[src/rtl/wb_reg_file.sv]
// MIPS write-back stage: selects WB_data, commits to a 32x32 register file with two combinational read ports and a retire counter.
// Writes land on the rising clk (define WB_BYPASS_EN for same-cycle write-through reads); reads have zero latency; no backpressure.
module wb_reg_file #(
  parameter int DATA_W = 32,
  parameter int ADDR_W = 5,
  parameter int CNT_W  = 32
) (
  input  logic              clk,
  input  logic              rst,
  input  logic              MEM_WB_MemtoReg,
  input  logic              MEM_WB_RegWrite,
  input  logic [DATA_W-1:0] MEM_WB_RD,
  input  logic [DATA_W-1:0] MEM_WB_ALU_out,
  input  logic [ADDR_W-1:0] MEM_WB_WN,
  input  logic [ADDR_W-1:0] RN1,
  input  logic [ADDR_W-1:0] RN2,
  output logic [DATA_W-1:0] RD1,
  output logic [DATA_W-1:0] RD2,
  output logic [DATA_W-1:0] WB_data,
  output logic [CNT_W-1:0]  retire_count
);

  localparam int NREG = 2 ** ADDR_W;

  logic [DATA_W-1:0] regs_q [NREG];
  logic [DATA_W-1:0] regs_d [NREG];
  logic [CNT_W-1:0]  retire_count_q;
  logic [CNT_W-1:0]  retire_count_d;
  logic              commit;

  always_comb begin
    WB_data = MEM_WB_MemtoReg ? MEM_WB_RD : MEM_WB_ALU_out;
    commit  = MEM_WB_RegWrite && (MEM_WB_WN != '0);
  end

  // Gating on commit keeps an unknown MemtoReg from reaching state when RegWrite is low.
  always_comb begin
    regs_d         = regs_q;
    retire_count_d = retire_count_q;
    if (commit) begin
      regs_d[MEM_WB_WN] = WB_data;
      retire_count_d    = retire_count_q + CNT_W'(1);
    end
  end

  always_ff @(posedge clk or posedge rst) begin
    if (rst) begin
      for (int i = 0; i < NREG; i++) regs_q[i] <= '0;
      retire_count_q <= '0;
    end else begin
      regs_q         <= regs_d;
      retire_count_q <= retire_count_d;
    end
  end

  // Index 0 and reset override any bypassed value.
  always_comb begin
    RD1 = regs_q[RN1];
    RD2 = regs_q[RN2];
`ifdef WB_BYPASS_EN
    if (commit && (RN1 == MEM_WB_WN)) RD1 = WB_data;
    if (commit && (RN2 == MEM_WB_WN)) RD2 = WB_data;
`endif
    if (rst || (RN1 == '0)) RD1 = '0;
    if (rst || (RN2 == '0)) RD2 = '0;
  end

  assign retire_count = retire_count_q;

endmodule

[config.mk]
export PLATFORM = sky130hd
export DESIGN_NAME = wb_reg_file
export DESIGN_NICKNAME = d
export VERILOG_FILES = /design/src/rtl/wb_reg_file.sv
export SDC_FILE = /design/constraint.sdc
export NUM_CORES = 2
export LEC_CHECK = 0
export CAP_MARGIN = 30
export CORE_MARGIN = 8
export CORE_UTILIZATION = 45
export DETAILED_ROUTE_END_ITERATION = 6
export GPL_TIMING_DRIVEN = 0
export HOLD_SLACK_MARGIN = 0.1
export PLACE_DENSITY = 0.62
export SYNTH_ARGS = -nofsm -noshare
export SYNTH_HDL_FRONTEND = slang
export SYNTH_SLANG_ARGS = --single-unit
[constraint.sdc]
create_clock -name clk -period 92.6 [get_ports clk]
set_input_delay 18.52 -clock clk [delete_from_list [all_inputs] [get_ports clk]]
set_output_delay 18.52 -clock clk [all_outputs]
set_load 0.02 [all_outputs]
==> summary.txt <==
Run status - finished clean
Worst min-delay path class - flip-flop to flip-flop
Nets - 5408
Area taken by multi-input logic gates - 0.0256 mm^2
# Max-Cap Violations - 0
Post-CTS clock slew at the launch and capture registers of the worst setup and hold paths - 60 ps
CTS Root Cell - clkbuf_16
Remaining antenna violation count - 0
Initial antenna violation count - 9
Vias in the first global route - 44800
Top-level port count - 211
Peak clock frequency supported by timing - 24.1 MHz
Post-cts hold buffer count - 0
Layout Area Growth over Synthesis - 15.8%
Total via count after detailed routing - 45300
Synth top area cells - dfrtp_1, mux4_2, o21ai_0, mux2i_1, nand2_1
Count of unique library cells instantiated by Yosys - 50
Routed wire length - 223000 um
H-tree levels - 3
Quantity of I/O buffers inserted on ports - 203
Number of buffers added by the clock tree synthesis step - 114
Average wire length per cell after detail routing - 31.8 um
Highest metal layer with signal wires - met5
Final Critical Period - 41510 ps
Fraction of power spent switching nets - 0.314
Std-Cell Core Area - 0.120 mm^2
Buffer depth of the longest clock path - 3
Sequential standard cell area - 0.0264 mm^2
Global route overflow - 0
Resized cells post-CTS - 0
Die Span X - 364 um
Final worst path period share - 0.448
TritonCTS sink count - 1056
Pin count of the biggest net entering global routing - 127
Setup Buffers After CTS - 0
Netlist area before placement - 0.0544 mm^2
Critical Path RT - 74080 ps
Clk_lat worst skew - 730 ps
Global-route usage over all layers - 0.332
Register share of total power - 0.443
Tot Pwr - 1.44 mW
Vertical extent of the die - 364 um
Mean number of vias per cell - 6.45
Syn_area_per_cell - 11.0 um^2
P per Cell Area - 22.8 mW/mm^2
Relative contribution of the clock network to total power - 0.333
Async set-or-reset flop fraction in the synthesized netlist - 1.00
Slew at the pin with the worst max-slew slack - 1150 ps
Endpoint type of the worst setup path - output pin
Number of enable-type register cells in the synthesized netlist - 0
TritonCTS clock tree - built
Worst voltage drop across the vdd grid - 0.0000181 V
Net Count, Synth - 5038
Psw - 0.452 mW
Placement Rows - 127
Drt first-iter violations - 6103
Die footprint - 0.132 mm^2
Total length of routed met3 wires - 26100 um
Critical setup path kind - input pin to output pin
Most common cell after layout, fill and taps aside - dfrtp_1
First-pass detailed-route iteration total - 5
Endpoints failing setup - 0
Unrepaired setup endpoints after global routing - no
Highest-count cells in the layout ignoring fill and taps - dfrtp_1, o21ai_0, nand2_1
Slew HR - 0.232
Worst-path fanout max - 107
Filler Cell Count - 10800
Part of the Yosys area used for sequential elements - 0.486
Fin Setup TNS - 0 ps
Post-synth top area share - 0.486
HPWL Detailed - 165000 um
Post-synth top flop - dfrtp_1
Detailed-routing wirelength on met1 - 85200 um
Worst Setup Start Kind - input pin
Final Wtd Congestion - 1.00
Largest area contributor in the netlist - dfrtp_1
Fraction of power consumed by combinational cells - 0.224
Arr. time, crit path - 22990 ps
Post-Route Skew - 4.32 ps
Synthesis-stage register bit count - 1056
Int Power - 0.986 mW
Count of mapped cells out of synthesis - 4954
Fraction of final layout cells with drive strength greater than 1 - 0.173
Utilization of the core after routing - 0.525
Final Hold Viols - 0
Global-route wire length before repair - 320000 um
Leakage power of the design - 26.8 nW
Synth Warn # - 0
DRC violations left - 0
Final Max Tran Viols - 0
Met2 wire len - 93900 um
Effective utilization at floorplan - 0.454
[power by group through the flow]
stage / clock network, mW / logic, mW / registers (mW)
after floorplan: 0 / 0.218 / 0.614
after global placement: 0 / 0.307 / 0.638
after detailed placement: 0 / 0.317 / 0.641
after CTS: 0.481 / 0.318 / 0.633
after global routing: 0.497 / 0.346 / 0.646
final: 0.479 / 0.323 / 0.637
[worst paths after layout]
check,start,to,depth (start not counted),slack (ps)
max in group asynchronous,rst,regs_q[184]$_DFFE_PP0P_,6,71350
min,regs_q[1010]$_DFFE_PP0P_,regs_q[1010]$_DFFE_PP0P_,1,480
max,rst,RD2[12],7,51090
max reg2reg,retire_count[9]$_DFFE_PP0P_,retire_count[30]$_DFFE_PP0P_,5,90460
min in group asynchronous,rst,regs_q[577]$_DFFE_PP0P_,2,18730
min reg2reg,regs_q[1010]$_DFFE_PP0P_,regs_q[1010]$_DFFE_PP0P_,1,480
[final cells by class]
| class | instances | share of cell area |
|---|---|---|
| plain buffers | 527 | 0.0365 |
| repair buffers | 254 | 0.0423 |
| clock buffers | 170 | 0.0533 |
| flip-flops and latches | 1056 | 0.420 |
| inverters | 34 | 0.00215 |
| multi-input cells | 3337 | 0.406 |
| well taps | 1612 | 0.0320 |
| diodes | 2 | 0.0000795 |
| clock inverters | 37 | 0.00799 |
[synthesized netlist by cell type (4+ instances only)]
library cell     n
xor2_1           6
nand2_1        634
buf_1           17
a21oi_1        402
inv_1           34
nor2_2           4
clkbuf_1       338
mux2i_1        256
a2111oi_1        6
a2111oi_0       26
and3_1          11
o22a_1          32
dfrtp_1       1056
nor2_1         429
mux4_2         416
nand4_1          9
o22ai_1         32
nand3_1         12
nor3_1          80
o21ai_0        653
xnor2_1         25
nand3b_1         4
mux2_2          97
buf_4           38
o221ai_1        49
buf_2          131
a211oi_1        47
nor2b_1         34
a22oi_1         32
and4_1           4
nand2_2          8
[metrics by stage]
step,worst slack [ps],area (um^2),hold slack [ps],cells
after floorplan,29150,54400,441,4954
after global placement,13010,58500,453,6769
after detailed placement,51360,59000,464,6812
after CTS,51360,62900,483,7019
after global routing,51010,63000,497,7028
final,51090,63000,477,7029
[registers in the layout (all words and copies together), names as in the netlist]
name / flops
regs_q: 1024
retire_count: 32
[worst max-delay path: stages]
cell,delay [ps]
clkdlybuf4s50_1,780
inv_8,650
buf_16,480
nand3_1,400
clkbuf_1,450
o221ai_1,890
clkdlybuf4s50_1,760
[metal layers]
layer  track usage  vias up
met5             0        -
met4         0.214        4
met3         0.101      673
met2         0.475     2999
met1         0.439    23000
li1              -    18700
[cells by family after synthesis]
group / after synthesis / share of synthesized area
AO/OA/AOI/OAI: 1283 / 0.131
XOR/XNOR: 31 / 0.00499
adder cells (fa/ha/maj): 1 / 0.000230
buffers and inverters: 561 / 0.0446
flip-flops: 1056 / 0.486
multiplexers: 769 / 0.239
AND/OR/NAND/NOR: 1253 / 0.0945
Power figures use the tool's default switching activity.
